$ cat config.mk
export PLATFORM = sky130hd
export DESIGN_NAME = bus_arbiter
export DESIGN_NICKNAME = d
export VERILOG_FILES = /design/src/rtl/bus_arbiter.sv
export SDC_FILE = /design/constraint.sdc
export NUM_CORES = 1
export LEC_CHECK = 0
export CAP_MARGIN = 20
export CORE_ASPECT_RATIO = 0.5
export CORE_UTILIZATION = 39
export DETAILED_ROUTE_END_ITERATION = 16
export PLACE_DENSITY = 0.9
export SLEW_MARGIN = 5
export SYNTH_ARGS = -nofsm -noshare
export SYNTH_HDL_FRONTEND = slang
export SYNTH_SLANG_ARGS = --single-unit
$ cat constraint.sdc
create_clock -name clock -period 4.5 [get_ports clock]
set_input_delay 1.35 -clock clock [delete_from_list [all_inputs] [get_ports clock]]
set_output_delay 1.35 -clock clock [all_outputs]
set_load 0.05 [all_outputs]
$ cat src/rtl/bus_arbiter.sv
// Round-robin arbiter that turns one requester's write/clear request per cycle
// into registered one-hot register-file strobes, with lock-based burst hold.
module bus_arbiter #(
  parameter int DATA_WIDTH = 32,
  parameter int NREQ       = 4,
  parameter int MAX_BURST  = 4
) (
  input  logic                       clock,
  input  logic                       clear,
  input  logic [NREQ-1:0]            req,
  input  logic [NREQ-1:0]            lock,
  input  logic [NREQ-1:0]            op_clr,
  input  logic [NREQ*4-1:0]          dest,
  input  logic [NREQ*DATA_WIDTH-1:0] wdata,
  output logic [NREQ-1:0]            gnt,
  output logic [15:0]                reg_enable,
  output logic [15:0]                reg_clear,
  output logic [DATA_WIDTH-1:0]      reg_data,
  output logic                       busy
);

  localparam int PW = (NREQ > 1) ? $clog2(NREQ) : 1;

  typedef enum logic {IDLE = 1'b0, XFER = 1'b1} state_e;

  state_e                state_q;
  logic [NREQ-1:0]       gnt_q;
  logic [15:0]           reg_enable_q;
  logic [15:0]           reg_clear_q;
  logic [DATA_WIDTH-1:0] reg_data_q;
  logic [PW-1:0]         owner_q;
  logic [PW-1:0]         rr_ptr_q;
  logic [3:0]            burst_q;

  logic                  hold;
  logic [NREQ-1:0]       elig;
  logic                  found;
  logic [PW-1:0]         win;
  logic [PW-1:0]         idx;
  int                    t;
  logic [3:0]            w_dest;
  logic [DATA_WIDTH-1:0] w_data;
  logic                  w_clr;
  logic [PW-1:0]         rr_ptr_d;
  logic [3:0]            burst_d;

  // A locked owner under its burst limit keeps the bus ahead of the rotation.
  always_comb begin
    hold  = 1'b0;
    elig  = req;
    found = 1'b0;
    win   = '0;
    idx   = '0;
    t     = 0;
    if (state_q == XFER) begin
      hold = req[owner_q] && lock[owner_q] && (burst_q < 4'(MAX_BURST));
      if (!hold) elig[owner_q] = 1'b0;
    end
    if (hold) begin
      found = 1'b1;
      win   = owner_q;
    end else begin
      for (int k = 0; k < NREQ; k++) begin
        t = int'(rr_ptr_q) + k;
        if (t >= NREQ) t = t - NREQ;
        idx = PW'(t);
        if (!found && elig[idx]) begin
          found = 1'b1;
          win   = idx;
        end
      end
    end
  end

  always_comb begin
    w_dest = '0;
    w_data = '0;
    w_clr  = 1'b0;
    for (int i = 0; i < NREQ; i++) begin
      if (win == PW'(i)) begin
        w_dest = dest[i*4 +: 4];
        w_data = wdata[i*DATA_WIDTH +: DATA_WIDTH];
        w_clr  = op_clr[i];
      end
    end
    rr_ptr_d = (win == PW'(NREQ-1)) ? '0 : win + PW'(1);
    burst_d  = ((state_q == XFER) && (win == owner_q)) ? burst_q + 4'd1 : 4'd1;
  end

  always_ff @(posedge clock or negedge clear) begin
    if (!clear) begin
      state_q      <= IDLE;
      gnt_q        <= '0;
      reg_enable_q <= '0;
      reg_clear_q  <= '0;
      reg_data_q   <= '0;
      owner_q      <= '0;
      rr_ptr_q     <= '0;
      burst_q      <= '0;
    end else if (found) begin
      state_q      <= XFER;
      gnt_q        <= NREQ'(1) << win;
      reg_enable_q <= w_clr ? 16'h0000 : (16'h0001 << w_dest);
      reg_clear_q  <= w_clr ? (16'h0001 << w_dest) : 16'h0000;
      reg_data_q   <= w_clr ? '0 : w_data;
      owner_q      <= win;
      rr_ptr_q     <= rr_ptr_d;
      burst_q      <= burst_d;
    end else begin
      state_q      <= IDLE;
      gnt_q        <= '0;
      reg_enable_q <= '0;
      reg_clear_q  <= '0;
      reg_data_q   <= '0;
      burst_q      <= '0;
    end
  end

  assign gnt        = gnt_q;
  assign reg_enable = reg_enable_q;
  assign reg_clear  = reg_clear_q;
  assign reg_data   = reg_data_q;
  assign busy       = (state_q == XFER);

endmodule

== Word level (Yosys, flattened, before mapping) ==
Cells that the tools add are included.

* Logic and storage cells: 108
* Register bits: 77
* Input bits: 158

* Equality and inequality tests: 4
* Bitwise logic cells: 2
* Mux-type cells: 61
* Reduce and logical (&&, ||, !) cells: 11
* Shift operators: 2
* Add/subtract/negate cells: 9
* Order comparisons: 11

{| class="wikitable"
|+ Operators with widths
! cell !! count
|-
| 32-bit two-way mux || 6
|-
| 16-bit two-way mux || 4
|-
| 4-bit two-way mux || 9
|-
| 2-bit two-way mux || 14
|-
| 1-bit two-way mux || 21
|-
| 1-bit by 4-bit << shifter with 16-bit output (first input constant) || 1
|-
| 2-bit by 3-bit < comparator with 1-bit output (second input constant) || 5
|-
| 1-bit binary-select mux with 2-bit select || 6
|-
| 3-bit >= comparator (second input constant) || 3
|-
| 2-bit by 1-bit subtractor with 2-bit output (second input constant) || 4
|-
| 1-bit logical AND || 7
|-
| 2-bit by 2-bit adder with 3-bit output (second input constant) || 2
|-
| 4-bit by 1-bit adder with 4-bit output (second input constant) || 1
|-
| 4-bit AND || 1
|-
| 2-bit equality test (second input constant) || 2
|-
| 4-bit by 3-bit < comparator with 1-bit output (second input constant) || 1
|-
| 4-bit inverter || 1
|-
| 1-bit by 2-bit << shifter with 4-bit output (first input constant) || 1
|-
| 2-bit by 1-bit adder with 3-bit output (second input constant) || 1
|-
| 2-bit by 3-bit >= comparator with 1-bit output (second input constant) || 1
|-
| 1-bit zero test || 3
|-
| 2-bit by 1-bit adder with 2-bit output (second input constant) || 1
|-
| 1-bit demux with 2-bit select || 1
|-
| 2-bit by 1-bit equality test with 1-bit output (second input constant) || 1
|-
| other kinds (3) || 3
|}

== Longest topological paths before layout ==
* Depth after elaboration: 32
* Gate-level depth with buffers: 15
* Mapped depth without buffers: 11

== Least setup slack after synthesis ==
Ideal clock, no wire load.

* Path type: input -> register
* Start: in lock[3]
* End: reg reg_clear_q[0] (netlist: reg_clear[0])
* Arrival: 4.199 ns
* Path buffers: 1
* Stages: 12
* Slack: 0.224 ns
* Cells stage by stage: nor3b_1 -> o21a_1 -> nor2_1 -> a2111oi_0 -> a21o_1 -> ha_1 -> clkbuf_1 -> nand3b_1 -> a31o_2 -> o21a_1 -> or3b_2 -> nor2_1

* Longest elaborated chain between the ends: 30

{| class="wikitable"
|+ RTL lines
! element !! RTL line !! text
|-
| from (decl) || 11 || <nowiki>input logic [NREQ-1:0] lock,</nowiki>
|-
| 1-bit binary-select mux with 2-bit select (*) || 56 || <nowiki>hold = req[owner_q] && lock[owner_q] && (burst_q < 4'(MAX_BURST));</nowiki>
|-
| 1-bit two-way mux (implied by the code) (*) || 56 ||
|-
| 1-bit logical AND (*) (2 in a row) || 56 ||
|-
| 4-bit two-way mux || 57 || <nowiki>if (!hold) elig[owner_q] = 1'b0;</nowiki>
|-
| 4-bit two-way mux || 55 || <nowiki>if (state_q == XFER) begin</nowiki>
|-
| 1-bit binary-select mux with 2-bit select || 67 || <nowiki>if (!found && elig[idx]) begin</nowiki>
|-
| 1-bit two-way mux (implied by the code) || 67 ||
|-
| 1-bit two-way mux || 67 ||
|-
| [11 not listed] || n/a ||
|-
| 2-bit two-way mux || 67 ||
|-
| 2-bit two-way mux (*) || 59 || <nowiki>if (hold) begin</nowiki>
|-
| named net win[0] || 38 || <nowiki>logic [PW-1:0] win;</nowiki>
|-
| 2-bit zero test || 80 || <nowiki>if (win == PW'(i)) begin</nowiki>
|-
| 4-bit two-way mux (4 in a row) || 80 ||
|-
| 1-bit by 4-bit << shifter with 16-bit output || 104 || <nowiki>reg_clear_q <= w_clr ? (16'h0001 << w_dest) : 16'h0000;</nowiki>
|-
| 16-bit two-way mux (*) || 104 ||
|-
| 16-bit two-way mux (*) || 100 || <nowiki>end else if (found) begin</nowiki>
|-
| to (signal assigned) || 104 ||
|-
| to (decl) || 29 || <nowiki>logic [15:0] reg_clear_q;</nowiki>
|}

The timed path passes the listed nets; every way through them passes the cells marked *. The select of a mux whose other input is x is not followed.
A chain may end at the register's enable or synchronous reset.

== Worst setup path in the final report ==
* Start: in lock[2]
* End: reg reg_clear_q[0] (netlist: reg_clear[0])

Same word-level chain as after synthesis.

==> out/results.txt <==
The critical path contains buffers and inverters numbering 3 combined. The first detailed-routing pass ran for 5 iterations. Measured along the x axis, the die boundary spans 146.2 um.

In the post-synthesis netlist, the cell with the most instances is nand2_1. The tools report the via count of the routed design as 4300. The run gives 0 as the count of warnings emitted by yosys.

For the max capacitance violation total, the log shows 0. In the final routed layout, each cell accounts on average for 16.39 um. For the number of hold buffers added after cts, the log shows 0.

Setup violations remaining at the end of the flow were counted as 0. The fraction of layout cells with a size suffix above 1 works out to 0.1284. Static leakage: 2.916 nW.

Capture point of the worst path: reg_clear[0]$_DFF_PN0_. A synthesized cell averages 8.829 um2. Data on the critical path arrives at its endpoint at 4550 ps. In this run the standard cell core region covers 9759 um2.

The tools report the power share of the clock group as 0.126. The worst setup path is captured at a register. The cell count after placement is 820, and the post-route antenna net violation count is 0. The ratio of final minimum period to clock period is 0.9516.

Across the VDD grid, the largest voltage drop is 418.2 uV. The cell family contributing the most delay on the critical path is compound AO/OA/AOI/OAI gates. Routability-driven placement finished with a final weighted congestion of 0.9105. In this run the power spent charging and discharging nets is 2.686 mW. Most used flip-flop cell after synthesis: dfrtp_1. At the end of the flow, the number of nets in the layout was 859.

Counting every sink on the clock net gives 77. The sequential share of the synthesized area is 0.4755. After the first detailed-routing iteration, the DRC count stood at 249. Power per cell area: 804.5 nW/um2. After detailed routing, the total wire length is 13.70 mm. The number of antenna violations at the first check in global routing is 0. The remaining design rule violation count was 0.

The run finished with clean final reports. In this run the register-to-register setup slack is 1020 ps. Summing internal, switching and leakage power gives 5.567 mW. By area the synthesized netlist is led by dfrtp_1 (48%), nand2_1 (7.5%), o221a_2 (6.4%). For the final database, setup skew stands at 8.842 ps. The largest area contributor in the netlist was dfrtp_1. The proportion of netlist area held by the largest area contributor came out at 0.4755. The synthesized netlist occupies a cell area of 4053 um2. From bottom edge to top edge, the die measures 74.08 um. The startpoint identified for the worst register-to-register timing path is owner_q[1]$_DFFE_PN0P_.

Leaving out filler cells and counting taps, the final layout contains 836. The delay contributed by the slowest stage of the critical path is 510 ps. The slowest stage of the critical path belongs to the cell or3b_2.

The logic depth of the worst setup path including buffers was 14; the maximum fanout along the worst path was 12. The post-synthesis net count is 622. TritonCTS built the clock tree. Post-CTS clock slew at the launch and capture registers of the worst setup and hold paths: 60 ps.

The min-delay analysis places its worst path in the category register to register. Final count of pins violating max slew: 0. The clock period could shrink to 4282 ps. Traced cell by cell, the critical path runs through clkdlybuf4s50_1 -> nor3b_1 -> buf_4 -> o21ai_0 -> o22ai_1 -> a2111oi_1 -> buf_4 -> a21o_1 -> ha_2 -> nand3b_1 -> a31o_2 -> o21a_1 -> or3b_2 -> nor2_1. The area enclosed by the die boundary is 10830 um2. The first-pass GRT wire length came out at 20.94 mm. STA classifies the critical path startpoint as an input pin. Static timing analysis puts the maximum clock frequency at 0.2335 GHz. The tools report the combined global-route utilization of all metal layers as 0.2526. The starting utilization of the core area is 0.4153.

The critical path in this run is classified as input pin to register. At the pin with the least slew margin, the transition time is 933.5 ps. The number of antenna diodes is 0, and the number of enable flip-flop cells after synthesis is 0.

The root buffer cell chosen for the clock tree is clkbuf_16. Number of buffers created by CTS: 9. After global routing the overflow that remains totals 0. Detailed placement ended at an HPWL of 10.51 mm. Share of async-settable or async-resettable flops after synthesis: 1.000. Number of register bits inferred by synthesis: 77. The number of vias per cell after detailed routing is 5.144, and the row count is 25. The tools report the endpoint required time on the critical path as 4770 ps. Tracing the worst setup path back leads to its startpoint at lock[2]. The logs give 46 for the number of distinct library cell variants in the gate-level netlist after synthesis and 2 for the maximum buffer depth of the clock tree. The maximum number of pins on one net before global-route repair came out at 78. Worst slew margin relative to its limit: 0.3776. At the later pin of the worst-skew pair, clock insertion delay measures 340 ps. 227 I/O pins were placed. The number of hold violations in the final report was 0. The fraction of power spent switching nets came out at 0.4824. In the synthesized netlist, the cells that appear most often are nand2_1 (81), dfrtp_1 (77), nor2_1 (57), a21oi_1 (46), o21ai_0 (36). The combinational cell fraction of total power is 0.693, and the number of buffers added on ports is 226. The number of standard cells after synthesis is 459. The cell-internal power is 2.881 mW. The worst register-to-register path ends at reg_clear[0]$_DFF_PN0_. The fraction of power consumed by sequential logic was 0.181. The cell type with the highest occurrence count on the critical path was buf_4. The run gives 3 as the H-tree level count. The number of global-route vias before repair is 4203. The area growth from synthesis to layout is 70.73%.

Counting cells, the worst reg-to-reg path comes to 12.
-- state kept, by name, summed over array words and instances (netlist names) --
register	cells
reg_data	32
reg_clear	16
reg_enable	16
burst_q	4
gnt	4
owner_q	2
rr_ptr_q	2
busy	1
-- placed cells by master (no fill, tap or decap), types with 3 or more instances in the layout --
cell type and count:
mux2_2 3, nand2_1 81, clkbuf_16 9, nor2_1 56, a21oi_1 46, nand3b_1 16, o21a_1 3, buf_4 33
inv_1 3, inv_6 3, o221a_2 23, clkdlybuf4s50_1 225, o22ai_1 3, nand3_1 8, nor2b_1 7, a21o_1 5
dfrtp_1 77, ha_2 3, o21ai_0 35, and2_1 16
-- worst min-delay path by stage --
stage,from,end,cells after the start
after global routing,burst_q[0]$_DFF_PN0_,burst_q[0]$_DFF_PN0_,1
final,burst_q[0]$_DFF_PN0_,burst_q[0]$_DFF_PN0_,1
after floorplan,burst_q[0]$_DFF_PN0_,burst_q[0]$_DFF_PN0_,1
after detailed placement,burst_q[0]$_DFF_PN0_,burst_q[0]$_DFF_PN0_,1
after global placement,burst_q[0]$_DFF_PN0_,burst_q[0]$_DFF_PN0_,1
after CTS,burst_q[0]$_DFF_PN0_,burst_q[0]$_DFF_PN0_,1
-- power by group through the flow --
stage | logic [mW] | registers (mW) | clock network [mW]
2_1_floorplan | 1.90 | 1.61 | 0
4_1_cts | 3.84 | 1.01 | 0.712
5_1_grt | 4.18 | 1.03 | 0.745
3_3_place_gp | 3.71 | 1.01 | 0
6_report | 3.86 | 1.01 | 0.701
3_5_place_dp | 3.82 | 1.02 | 0
-- cell families after synthesis --
family / after synthesis / share of synthesized area
xor+xnor: 1 / 0.002162
buf+inv: 37 / 0.04199
fa+ha+maj: 5 / 0.01544
simple gates: 200 / 0.2282
mux: 6 / 0.01883
other cells: 1 / 0.0009253
flops: 77 / 0.4755
compound gates: 132 / 0.2170
-- worst reg2reg max path, cell delays in order, from the launching register on --
cell	delay (ps)
dfrtp_1	470
or3b_1	420
o21ai_1	250
nor2_1	70
a2111oi_1	400
buf_4	200
a21o_1	110
ha_2	290
nand3b_1	150
a31o_2	200
o21a_1	190
or3b_2	510
nor2_1	140
-- per-stage QoR --
step                        util  TNS (ps)  setup WS (ps)  hold slack [ps]  area, um2
after floorplan                -         0          224.1            435.9       4053
after global placement    0.6776         0          11.58            451.7       6613
after detailed placement  0.6776     -1722         -133.3            487.7       6613
after CTS                 0.7072         0          196.4            485.9       6902
after global routing      0.7090    -104.1         -32.04            520.7       6919
final                     0.7090         0          218.0            473.0       6919
-- final cells by class --
class | count | area, um2
Inverter | 3 | 11.26
Clock inverter | 7 | 63.81
Timing Repair Buffer | 260 | 2540
Sequential cell | 77 | 1927
Multi-Input combinational cell | 345 | 1983
Fill cell | 766 | 2840
Tap cell | 135 | 168.9
Clock buffer | 9 | 225.2
-- timing repair --
item / CTS / global route
resized for setup: 0 / 5
buffers inserted: 0 / 0
setup endpoints to repair: 0 / 23
-- metal layers --
metal | wire [um] | GRT usage | vias up | part of all wire
met3 | 875 | 0.07117 | 36 | 0.064
met1 | 5399 | 0.2889 | 2004 | 0.39
met5 | 0 | 0 | - | 0
li1 | - | - | 2083 | -
met4 | 412 | 0.09259 | 0 | 0.030
met2 | 7016 | 0.4651 | 177 | 0.51
(Power assumes the default switching activity.)
